File: src/rtl/tsp_pkg.sv
// Shared types and default sizes for the instruction fetch front-end.
package tsp_pkg;

    localparam int INSTR_WIDTH          = 32;
    localparam int INSTR_MEM_ADDR_WIDTH = 10;
    localparam int FIFO_DEPTH           = 4;

    typedef enum logic [1:0] {
        IDLE,
        FETCH,
        DONE
    } fetch_state_t;

    // One buffered instruction together with the address it was fetched from.
    typedef struct packed {
        logic [INSTR_WIDTH-1:0]          instr;
        logic [INSTR_MEM_ADDR_WIDTH-1:0] pc;
    } fetch_entry_t;

endpackage

File: src/rtl/instr_fetch_queue_if.sv
// Control, instruction-memory and dispatch signals of the fetch queue.
// The master side is the fetch queue; the slave side is its environment
// (program control, instruction memory and the ICU dispatcher).
interface instr_fetch_queue_if #(
    parameter int INSTR_WIDTH          = tsp_pkg::INSTR_WIDTH,
    parameter int INSTR_MEM_ADDR_WIDTH = tsp_pkg::INSTR_MEM_ADDR_WIDTH
);

    // Program control
    logic                            start;
    logic [INSTR_MEM_ADDR_WIDTH-1:0] start_pc;
    logic [INSTR_MEM_ADDR_WIDTH:0]   instr_count;
    logic                            redirect_valid;
    logic [INSTR_MEM_ADDR_WIDTH-1:0] redirect_pc;
    logic                            busy;
    logic                            done;

    // Instruction memory read port
    logic                            instr_req;
    logic [INSTR_MEM_ADDR_WIDTH-1:0] instr_address;
    logic [INSTR_WIDTH-1:0]          instr_in;
    logic                            instr_valid;

    // Dispatch handshake towards the ICU
    logic [INSTR_WIDTH-1:0]          instr_out;
    logic [INSTR_MEM_ADDR_WIDTH-1:0] instr_pc;
    logic                            instr_out_valid;
    logic                            instr_out_ready;

    modport master (
        input  start, start_pc, instr_count, redirect_valid, redirect_pc,
        input  instr_in, instr_valid, instr_out_ready,
        output instr_req, instr_address, instr_out, instr_pc, instr_out_valid,
        output busy, done
    );

    modport slave (
        output start, start_pc, instr_count, redirect_valid, redirect_pc,
        output instr_in, instr_valid, instr_out_ready,
        input  instr_req, instr_address, instr_out, instr_pc, instr_out_valid,
        input  busy, done
    );

endinterface

File: src/rtl/sync_fifo.sv
// Single-clock FIFO with synchronous flush. Push and pop in the same cycle
// are both performed; flush empties the queue and wins over a push.
module sync_fifo #(
    parameter int WIDTH = 8,
    parameter int DEPTH = 4
) (
    input  logic                     clk,
    input  logic                     rst,
    input  logic                     push,
    input  logic                     pop,
    input  logic                     flush,
    input  logic [WIDTH-1:0]         din,
    output logic [WIDTH-1:0]         dout,
    output logic [$clog2(DEPTH):0]   count,
    output logic                     full,
    output logic                     empty
);

    localparam int AW = $clog2(DEPTH);
    localparam int CW = AW + 1;

    logic [WIDTH-1:0] mem [DEPTH];
    logic [AW-1:0]    wr_ptr;
    logic [AW-1:0]    rd_ptr;
    logic             do_push;
    logic             do_pop;

    assign do_push = push && (!full || pop);
    assign do_pop  = pop && !empty;

    // Pointer and occupancy bookkeeping.
    // NOTE: state registers use non-blocking assignments so every flop samples pre-edge values.
    always_ff @(posedge clk or negedge rst) begin
        if (!rst) begin
            wr_ptr <= '0;
            rd_ptr <= '0;
            count  <= '0;
        end else if (flush) begin
            wr_ptr <= '0;
            rd_ptr <= '0;
            count  <= '0;
        end else begin
            if (do_push) wr_ptr <= wr_ptr + AW'(1);
            if (do_pop)  rd_ptr <= rd_ptr + AW'(1);
            case ({do_push, do_pop})
                2'b10:   count <= count + CW'(1);
                2'b01:   count <= count - CW'(1);
                default: count <= count;
            endcase
        end
    end

    // Storage array write.
    // NOTE: the data array has no reset; occupancy alone decides which words are meaningful.
    always_ff @(posedge clk) begin
        if (do_push) mem[wr_ptr] <= din;
    end

    assign dout  = mem[rd_ptr];
    assign full  = (count == CW'(DEPTH));
    assign empty = (count == '0);

endmodule

File: src/rtl/instr_fetch_queue.sv
// Instruction fetch front-end: sequences fetch addresses, issues one-cycle
// latency reads, buffers returned words with their PC and hands them to the
// ICU over valid/ready. Supports bounded programs, redirect and done pulse.
module instr_fetch_queue #(
    parameter int INSTR_WIDTH          = tsp_pkg::INSTR_WIDTH,
    parameter int INSTR_MEM_ADDR_WIDTH = tsp_pkg::INSTR_MEM_ADDR_WIDTH,
    parameter int FIFO_DEPTH           = tsp_pkg::FIFO_DEPTH
) (
    input  logic                clk,
    input  logic                rst,
    instr_fetch_queue_if.master bus
);

    import tsp_pkg::fetch_state_t;
    import tsp_pkg::IDLE;
    import tsp_pkg::FETCH;
    import tsp_pkg::DONE;

    localparam int AW = INSTR_MEM_ADDR_WIDTH;
    localparam int NW = INSTR_MEM_ADDR_WIDTH + 1;
    localparam int CW = $clog2(FIFO_DEPTH) + 1;

    typedef struct packed {
        logic [INSTR_WIDTH-1:0] instr;
        logic [AW-1:0]          pc;
    } entry_t;

    localparam int EW = $bits(entry_t);

    fetch_state_t  state_q;
    fetch_state_t  state_d;
    logic [AW-1:0] pc_q;
    logic [AW-1:0] req_pc_q;
    logic [NW-1:0] to_issue_q;
    logic [NW-1:0] to_deliver_q;
    logic          inflight_q;

    logic          in_fetch;
    logic          redirect;
    logic          issue;
    logic          push;
    logic          pop;
    logic [CW:0]   occupancy;
    logic [CW-1:0] fifo_count;
    logic          fifo_full;
    logic          fifo_empty;
    entry_t        push_entry;
    entry_t        head;

    assign in_fetch = (state_q == FETCH);
    assign redirect = in_fetch && bus.redirect_valid;
    assign pop      = !fifo_empty && bus.instr_out_ready;

    // The response in a redirect cycle belongs to the abandoned stream.
    assign push     = bus.instr_valid && inflight_q && !redirect;

    // Buffered words plus the one in flight, after this cycle's pop.
    assign occupancy = (CW+1)'(fifo_count) + (CW+1)'(inflight_q) - (CW+1)'(pop);

    assign issue = in_fetch && (to_issue_q != '0) && !bus.redirect_valid
                   && (occupancy < (CW+1)'(FIFO_DEPTH)) && !(fifo_full && !pop);

    assign push_entry = '{instr: bus.instr_in, pc: req_pc_q};

    sync_fifo #(
        .WIDTH (EW),
        .DEPTH (FIFO_DEPTH)
    ) u_fifo (
        .clk   (clk),
        .rst   (rst),
        .push  (push),
        .pop   (pop),
        .flush (redirect),
        .din   (push_entry),
        .dout  (head),
        .count (fifo_count),
        .full  (fifo_full),
        .empty (fifo_empty)
    );

    // State register.
    always_ff @(posedge clk or negedge rst) begin
        if (!rst) state_q <= IDLE;
        else      state_q <= state_d;
    end

    // Next-state selection: start a program, finish once all words are delivered.
    // NOTE: state_d gets a default before the case so no path leaves it unassigned (no latch).
    always_comb begin
        state_d = state_q;
        case (state_q)
            IDLE: begin
                if (bus.start) state_d = (bus.instr_count == '0) ? DONE : FETCH;
            end
            FETCH: begin
                if (to_deliver_q == '0) state_d = DONE;
            end
            DONE:    state_d = IDLE;
            default: state_d = IDLE;
        endcase
    end

    // Fetch address, issue/delivery counters and the outstanding-request tracker.
    always_ff @(posedge clk or negedge rst) begin
        if (!rst) begin
            pc_q         <= '0;
            req_pc_q     <= '0;
            to_issue_q   <= '0;
            to_deliver_q <= '0;
            inflight_q   <= 1'b0;
        end else begin
            inflight_q <= issue;
            if (issue) req_pc_q <= pc_q;
            case (state_q)
                IDLE: begin
                    if (bus.start) begin
                        pc_q         <= bus.start_pc;
                        to_issue_q   <= bus.instr_count;
                        to_deliver_q <= bus.instr_count;
                    end
                end
                FETCH: begin
                    if (redirect) begin
                        // Everything not yet delivered is refetched from the new PC.
                        pc_q         <= bus.redirect_pc;
                        to_issue_q   <= to_deliver_q - NW'(pop);
                        to_deliver_q <= to_deliver_q - NW'(pop);
                    end else begin
                        if (issue) begin
                            pc_q       <= pc_q + AW'(1);
                            to_issue_q <= to_issue_q - NW'(1);
                        end
                        if (pop) to_deliver_q <= to_deliver_q - NW'(1);
                    end
                end
                default: ;
            endcase
        end
    end

    assign bus.instr_req       = issue;
    assign bus.instr_address   = issue ? pc_q : '0;
    assign bus.instr_out_valid = !fifo_empty;
    assign bus.instr_out       = fifo_empty ? '0 : head.instr;
    assign bus.instr_pc        = fifo_empty ? '0 : head.pc;
    assign bus.busy            = in_fetch;
    assign bus.done            = (state_q == DONE);

endmodule

File: src/flat_wrapper.sv
// flat-port wrapper written by rule: the top's interface ports become plain ports
module instr_fetch_queue_flat import tsp_pkg::fetch_state_t; import tsp_pkg::IDLE; import tsp_pkg::FETCH; import tsp_pkg::DONE;
#(
    parameter int INSTR_WIDTH          = tsp_pkg::INSTR_WIDTH,
    parameter int INSTR_MEM_ADDR_WIDTH = tsp_pkg::INSTR_MEM_ADDR_WIDTH,
    parameter int FIFO_DEPTH           = tsp_pkg::FIFO_DEPTH
)
  (clk, rst, bus_start, bus_start_pc, bus_instr_count, bus_redirect_valid, bus_redirect_pc, bus_instr_in, bus_instr_valid, bus_instr_out_ready, bus_instr_req, bus_instr_address, bus_instr_out, bus_instr_pc, bus_instr_out_valid, bus_busy, bus_done);
  instr_fetch_queue_if #(.INSTR_WIDTH(INSTR_WIDTH), .INSTR_MEM_ADDR_WIDTH(INSTR_MEM_ADDR_WIDTH)) bus_i ();
  input  logic clk;
  input  logic rst;
  input wire logic [$bits(bus_i.start)-1:0] bus_start;
  input wire logic [$bits(bus_i.start_pc)-1:0] bus_start_pc;
  input wire logic [$bits(bus_i.instr_count)-1:0] bus_instr_count;
  input wire logic [$bits(bus_i.redirect_valid)-1:0] bus_redirect_valid;
  input wire logic [$bits(bus_i.redirect_pc)-1:0] bus_redirect_pc;
  input wire logic [$bits(bus_i.instr_in)-1:0] bus_instr_in;
  input wire logic [$bits(bus_i.instr_valid)-1:0] bus_instr_valid;
  input wire logic [$bits(bus_i.instr_out_ready)-1:0] bus_instr_out_ready;
  output wire logic [$bits(bus_i.instr_req)-1:0] bus_instr_req;
  output wire logic [$bits(bus_i.instr_address)-1:0] bus_instr_address;
  output wire logic [$bits(bus_i.instr_out)-1:0] bus_instr_out;
  output wire logic [$bits(bus_i.instr_pc)-1:0] bus_instr_pc;
  output wire logic [$bits(bus_i.instr_out_valid)-1:0] bus_instr_out_valid;
  output wire logic [$bits(bus_i.busy)-1:0] bus_busy;
  output wire logic [$bits(bus_i.done)-1:0] bus_done;
  assign bus_i.start = bus_start;
  assign bus_i.start_pc = bus_start_pc;
  assign bus_i.instr_count = bus_instr_count;
  assign bus_i.redirect_valid = bus_redirect_valid;
  assign bus_i.redirect_pc = bus_redirect_pc;
  assign bus_i.instr_in = bus_instr_in;
  assign bus_i.instr_valid = bus_instr_valid;
  assign bus_i.instr_out_ready = bus_instr_out_ready;
  assign bus_instr_req = bus_i.instr_req;
  assign bus_instr_address = bus_i.instr_address;
  assign bus_instr_out = bus_i.instr_out;
  assign bus_instr_pc = bus_i.instr_pc;
  assign bus_instr_out_valid = bus_i.instr_out_valid;
  assign bus_busy = bus_i.busy;
  assign bus_done = bus_i.done;
  instr_fetch_queue #(.INSTR_WIDTH(INSTR_WIDTH), .INSTR_MEM_ADDR_WIDTH(INSTR_MEM_ADDR_WIDTH), .FIFO_DEPTH(FIFO_DEPTH)) u_core (.clk(clk), .rst(rst), .bus(bus_i));
endmodule
File: config.mk
export PLATFORM = sky130hd
export DESIGN_NAME = instr_fetch_queue_flat
export DESIGN_NICKNAME = d
export VERILOG_FILES = /design/src/rtl/tsp_pkg.sv /design/src/rtl/instr_fetch_queue_if.sv /design/src/rtl/sync_fifo.sv /design/src/rtl/instr_fetch_queue.sv /design/src/flat_wrapper.sv
export SDC_FILE = /design/constraint.sdc
export NUM_CORES = 1
export LEC_CHECK = 0
export CELL_PAD_IN_SITES_DETAIL_PLACEMENT = 1
export CELL_PAD_IN_SITES_GLOBAL_PLACEMENT = 2
export CORE_MARGIN = 4
export CORE_UTILIZATION = 39
export DETAILED_ROUTE_END_ITERATION = 8
export PLACE_DENSITY_LB_ADDON = 0.2
export SYNTH_ARGS = -nofsm -noshare
export SYNTH_HDL_FRONTEND = slang
export SYNTH_SLANG_ARGS = --single-unit
File: constraint.sdc
create_clock -name clk -period 4.7 [get_ports clk]
set_input_delay 0.94 -clock clk [delete_from_list [all_inputs] [get_ports clk]]
set_output_delay 0.94 -clock clk [all_outputs]
set_load 0.02 [all_outputs]
# Word level (Yosys, flattened, before mapping)
# Memory sizes are Yosys's and may differ from the RTL's.
# Cells that the tools add are included.
[totals]
regBits = 52
ramBits = 168
input_bits = 69
output_inout_bits = 56
wordCells = 86
n_memories = 1
[mem_list]
columns = ["memory", "depth", "word_bits", "read_ports", "rd_clocked_by_memory_dff", "write_ports", "line", "text"]
rows = [
  ["u_core.u_fifo.mem", 4, 42, 1, 0, 1, "sync_fifo.sv:22", "logic [WIDTH-1:0] mem [DEPTH];"],
]
[op_classes]
n_addsub = 10
n_lt_le_gt_ge = 1
n_eq_ne = 9
n_mux = 26
n_reduce_logical = 30
[op_table]
columns = ["operator", "count"]
rows = [
  ["2-to-1 mux 11 bit", 5],
  ["2-to-1 mux 10 bit", 5],
  ["case mux 11 bit (2 select lines)", 2],
  ["2-to-1 mux 32 bit", 1],
  ["logical NOT 11 bit", 2],
  ["subtractor 11 x 1 -> 11 bit (second input constant)", 2],
  ["case mux 10 bit (2 select lines)", 1],
  ["2-to-1 mux 2 bit", 7],
  ["logical AND 1 bit", 11],
  ["nonzero test 11 bit", 1],
  ["subtractor 11 x 1 -> 11 bit", 1],
  ["adder 10 x 1 -> 10 bit (second input constant)", 1],
  ["logical NOT 1 bit", 6],
  ["!= test 3 bit (second input constant)", 2],
  ["case mux 3 bit (2 select lines)", 1],
  ["AND reduction 3 bit", 2],
  ["nonzero test 2 bit", 3],
  ["adder 2 x 1 -> 2 bit (second input constant)", 2],
  ["adder 3 x 1 -> 4 bit", 1],
  ["equality test 2 x 1 -> 1 bit (second input constant)", 2],
  ["equality test 2 bit (second input constant)", 2],
  ["less-than comparator 4 x 3 -> 1 bit (second input constant)", 1],
  ["!= test 2 bit (second input constant)", 2],
  ["case mux 2 bit (2 select lines)", 1],
  ["other kinds (11)", 12],
]

# Depth between registers and ports, before layout
[depth]
ltp_word = 10
mapped_depth = 13

# By module
# From an unflattened synthesis, not the netlist that was laid out.
[hier_totals]
cells_unflattened = 704
hier_area_um2 = 10038.4
[by_module_without_submodules]
columns = ["mod", "instances", "cells_each", "area_per_inst_um2", "seq_area_each_um2"]
rows = [
  ["sync_fifo", 1, 284, 6636.4, 5220.0],
  ["instr_fetch_queue", 1, 420, 3402.0, 1126.1],
]

# Worst setup path before layout
# No wires, ideal clock.
[synth_path]
kind = "input to output"
startpoint = "in bus_instr_out_ready"
endpoint = "out bus_instr_address[1]"
t_arrival_ps = 3109
required_ps = 3760
slack_ps = 651
cell_stages = 10
cell_sequence = "o31ai_2 > clkinv_1 > nand2b_1 > ha_1 > and3b_1 > mux2i_1 > nand4_4 > nor2_8 > clkbuf_1 > and2_1"
[synth_via]
elab_chain_len = 6
[synth_lines]
columns = ["element", "line", "text"]
rows = [
  ["start, declared", "flat_wrapper.sv:19", "input wire logic [$bits(bus_i.instr_out_ready)-1:0] bus_instr_out_ready;"],
  ["logical AND 1 bit (*)", "instr_fetch_queue.sv:52", "assign pop = !fifo_empty && bus.instr_out_ready;"],
  ["subtractor 4 x 1 -> 4 bit / logical NOT 1 bit (equally long branches)", "instr_fetch_queue.sv:58, instr_fetch_queue.sv:61", ""],
  ["less-than comparator 4 x 3 -> 1 bit / logical AND 1 bit (equally long branches)", "instr_fetch_queue.sv:61", "&& (occupancy < (CW+1)'(FIFO_DEPTH)) && !(fifo_full && !pop);"],
  ["logical AND 1 bit / logical NOT 1 bit (equally long branches)", "instr_fetch_queue.sv:61", ""],
  ["logical AND 1 bit (*)", "instr_fetch_queue.sv:61", ""],
  ["via bus_instr_req", "flat_wrapper.sv:20", "output wire logic [$bits(bus_i.instr_req)-1:0] bus_instr_req;"],
  ["2-to-1 mux 10 bit (*)", "instr_fetch_queue.sv:142", "assign bus.instr_address = issue ? pc_q : '0;"],
  ["end, declared", "flat_wrapper.sv:21", "output wire logic [$bits(bus_i.instr_address)-1:0] bus_instr_address;"],
]
# The timed path passes the listed nets; every way through them passes the cells marked *.

# Worst setup path after layout
[layout_path]
startpoint = "in bus_instr_out_ready"
endpoint = "out bus_instr_address[8]"
[layout_via]
elab_chain_len = 6
[layout_lines]
columns = ["element", "line"]
rows = [
  ["logical AND 1 bit (*)", "instr_fetch_queue.sv:52"],
  ["subtractor 4 x 1 -> 4 bit / logical NOT 1 bit (equally long branches)", "instr_fetch_queue.sv:58, instr_fetch_queue.sv:61"],
  ["less-than comparator 4 x 3 -> 1 bit / logical AND 1 bit (equally long branches)", "instr_fetch_queue.sv:61"],
  ["logical AND 1 bit / logical NOT 1 bit (equally long branches)", "instr_fetch_queue.sv:61"],
  ["logical AND 1 bit (*)", "instr_fetch_queue.sv:61"],
  ["2-to-1 mux 10 bit (*)", "instr_fetch_queue.sv:142"],
]
# Mark *: on every way between the ends. The rest lies on a longest branch, timed or not.

==> qor.yml <==
clkPwrFrac_pct: 24.0
power.density_mw_per_mm2: 626.6
die_y_um: 166.8
comb_power_share_pct: 38.7
synthToLayoutAreaGrowth_pct: 25.54
path_clk_slew_ps: 60
ant_nets: 0
cts_buffers: 24
hpwlAfterDp_um: 15850
synth_warnings: 0
antenna_cells: 0
grt_usage_pct: 17.27
cpMostUsedCell: "clkdlybuf4s50_1"
setup_tns_ps: 0
avgSynthCellArea_um2: 14.62
routed-wl-met3_um: 986
routed_wl_um: 23820
hold_violations: 0
cp_num_buf_inv: 3
yosysSeqAreaShare_pct: 64.49
place_area_mm2: 0.01153
synth-main-ff-cell: "edfxtp_1"
maxUsedRoutingLayer: "met4"
die_area_mm2: 0.02784
fin_crit_ps: 4540
worstMarginPinSlew_ps: 969.5
h-tree-depth: 1
routed-wl-met2_um: 12020
fillers: 2454
synthCells: 673
grt_overflow_total: 0
cp_top_family: "buffers and inverters"
io_pins: 125
fin_skew_ps: 7.834
die_w_um: 166.8
seqPwrFrac_pct: 37.3
grt_pass1_wl_um: 38860
antenna_found_initial: 0
p_int_mw: 4.967
worstSkewPairLatency_ps: 510
cts_num_sinks: 220
power_switching_mw: 2.774
yosys.area.top_type_share_pct: 51.27
finish.net_count: 888
report.final.slew_viol_count: 0
grt_pass1_vias: 6869
dr.first_iter.drc_count: 277
port_buffers: 124
power.leakage_nw: 4.275
min_path_type: "primary input to asynchronous set/reset pin"
slew_headroom_pct: 34.51
endpoint_kind: "primary output"
layout-drive-gt1-share_pct: 14.18
met1_length_um: 10530
synth_area_mm2: 0.009841
core_mm2: 0.02460
timing.hold.ws_ps: 488.4
pre_cts_ws_ps: 121.5
grt_max_degree: 45
viasPerCell: 5.392
period_share_pct: 96.60
outcome: "completed"
dp_cells: 1103
first_pass_iters: 4
start_util_pct: 39.99
post-route-util_pct: 50.21
ys_ff_latch: 220
drc: 0
synth_cell_types: 65
async_flop_share_pct: 23.64
cp-start-kind: "primary input"
cp_slowest_stage_delay_ps: 600
fmax_mhz: 220.3
swShare_pct: 35.84
synth-edff-count: 168
finalWorstSetupSlack_ps: 159.8
cp_max_fo: 13
cts-hold-fix-buffers: 0
fin_cells: 1149
syn-num-nets: 754
worstPathArrival_ps: 3600
crit_chain: "clkdlybuf4s50_1, o31ai_2, clkinv_1, nand2b_1, ha_1, and3b_1, mux2i_1, nand4_4, nor2_8, and2_1, clkdlybuf4s50_1"
critPathKind: "primary input to primary output"
p_total_mw: 7.741
cap_violations: 0
rows: 57
synth_top_area_cell: "edfxtp_1"
via_count: 6195
cts_tree: "built"
ys_top_cells_by_area: "edfxtp_1 51%, dfrtp_1 13%, mux4_2 9.6%, nor2b_1 2.9%, nand2_1 1.8%"
cts_root_buf: "clkbuf_16"
rsz0062_at_grt: "true"
clockBufferDepth: 3
critical_path.slowest_cell: "clkdlybuf4s50_1"
place_congestion: 0.8088
setup_violations: 0
cp.required_ps: 3760
wl_per_cell_um: 20.73
final_area_mm2: 0.01235
irDropWorstVdd_mv: 0.3072
[cells in the final DEF (no fill, tap or decap), drive strengths merged, types with 4 or more instances in the layout]
| cell | n |
|---|---|
| nand2 | 47 |
| nor4 | 6 |
| or3 | 4 |
| clkinv | 11 |
| a32o | 6 |
| a31oi | 7 |
| nand3 | 10 |
| o21ai | 31 |
| nor3 | 14 |
| o211ai | 4 |
| clkdlybuf4s50 | 122 |
| a22oi | 4 |
| xnor2 | 10 |
| buf | 21 |
| and2 | 15 |
| mux2i | 4 |
| a21oi | 23 |
| dfrtp | 52 |
| clkbuf | 28 |
| a22o | 5 |
| o22ai | 6 |
| and3 | 5 |
| nor2b | 45 |
| nor2 | 35 |
| edfxtp | 168 |
| nand4 | 5 |
| nand2b | 4 |
| mux2 | 11 |
| mux4 | 42 |
| inv | 14 |
| ha | 11 |
| o311ai | 5 |
| xor2 | 9 |
[state kept, by name, summed over array words and instances, names as in the netlist]
register / count
u_core.pc_q: 10
u_core.inflight_q: 1
u_core.u_fifo.wr_ptr: 2
u_core.u_fifo.count: 3
u_core.u_fifo.mem: 168
u_core.state_q: 2
u_core.to_deliver_q: 11
u_core.to_issue_q: 11
u_core.req_pc_q: 10
u_core.u_fifo.rd_ptr: 2
[power groups by stage]
stage                     Combinational, mW  Sequential [mW]  Clock (mW)
after global routing                   3.27             2.96        2.01
after CTS                              3.03             2.90        1.91
final                                  2.99             2.89        1.86
after detailed placement               3.02             2.94           0
after global placement                 2.95             2.91           0
after floorplan                        2.11             2.63           0
[Yosys cell counts, types with 9 or more instances]
library cell	number
ha_1	11
mux4_2	42
xnor2_1	10
nor3_1	14
nor2_1	33
inv_1	14
mux2_1	9
dfrtp_1	52
xor2_1	9
clkbuf_1	25
a21oi_1	23
nand3_1	10
o21ai_0	27
nor2b_1	45
and2_1	15
edfxtp_1	168
nand2_1	47
[final timing paths]
path | from | end | slack [ps] | cells after the start
worst max-delay path | bus_instr_out_ready | bus_instr_address[8] | 160 | 11
worst min-delay path | rst | u_core.pc_q[6] | 490 | 1
worst max register to register | u_core.u_fifo.count[2] | u_core.to_issue_q[10] | 1510 | 11
worst min register to register | u_core.req_pc_q[4] | u_core.u_fifo.mem[2][4] | 520 | 0
max in group asynchronous | rst | u_core.u_fifo.rd_ptr[0] | 3380 | 2
min in group clk | u_core.req_pc_q[4] | u_core.u_fifo.mem[2][4] | 520 | 0
[layout make-up]
class                      count  area (um2)  share of cell area, %
clock buffer                  28       636.9                  5.155
clock inverter                16       153.9                  1.246
inverter                      15       56.30                 0.4557
multi-input combinational    402        3312                  26.81
sequential                   220        6351                  51.41
tap                          324       405.4                  3.281
timing repair buffer         144        1439                  11.65
[layer usage]
metal  GRT usage [%]  vias to the layer above
li1                -                     2853
met1           23.37                     3185
met2           30.08                      133
met3           2.655                       24
met4           3.059                        0
met5               0                        -
[kinds of logic after synthesis]
logic type,Yosys count,share of synthesized area (%)
AO/OA/AOI/OAI,112,7.553
XOR/XNOR,19,1.691
adder cells (fa/ha/maj),12,1.602
buffers and inverters,51,2.085
flip-flops,220,64.49
multiplexers,57,11.28
AND/OR/NAND/NOR,202,11.30
[what timing repair did]
item                                    4_1_cts  5_1_grt
resized for setup                             0        3
endpoints found under the setup margin        0       10
setup buffers                                 0        2
endpoints found under the hold margin         0        0
Note: power is estimated with default switching activity, not from simulation.
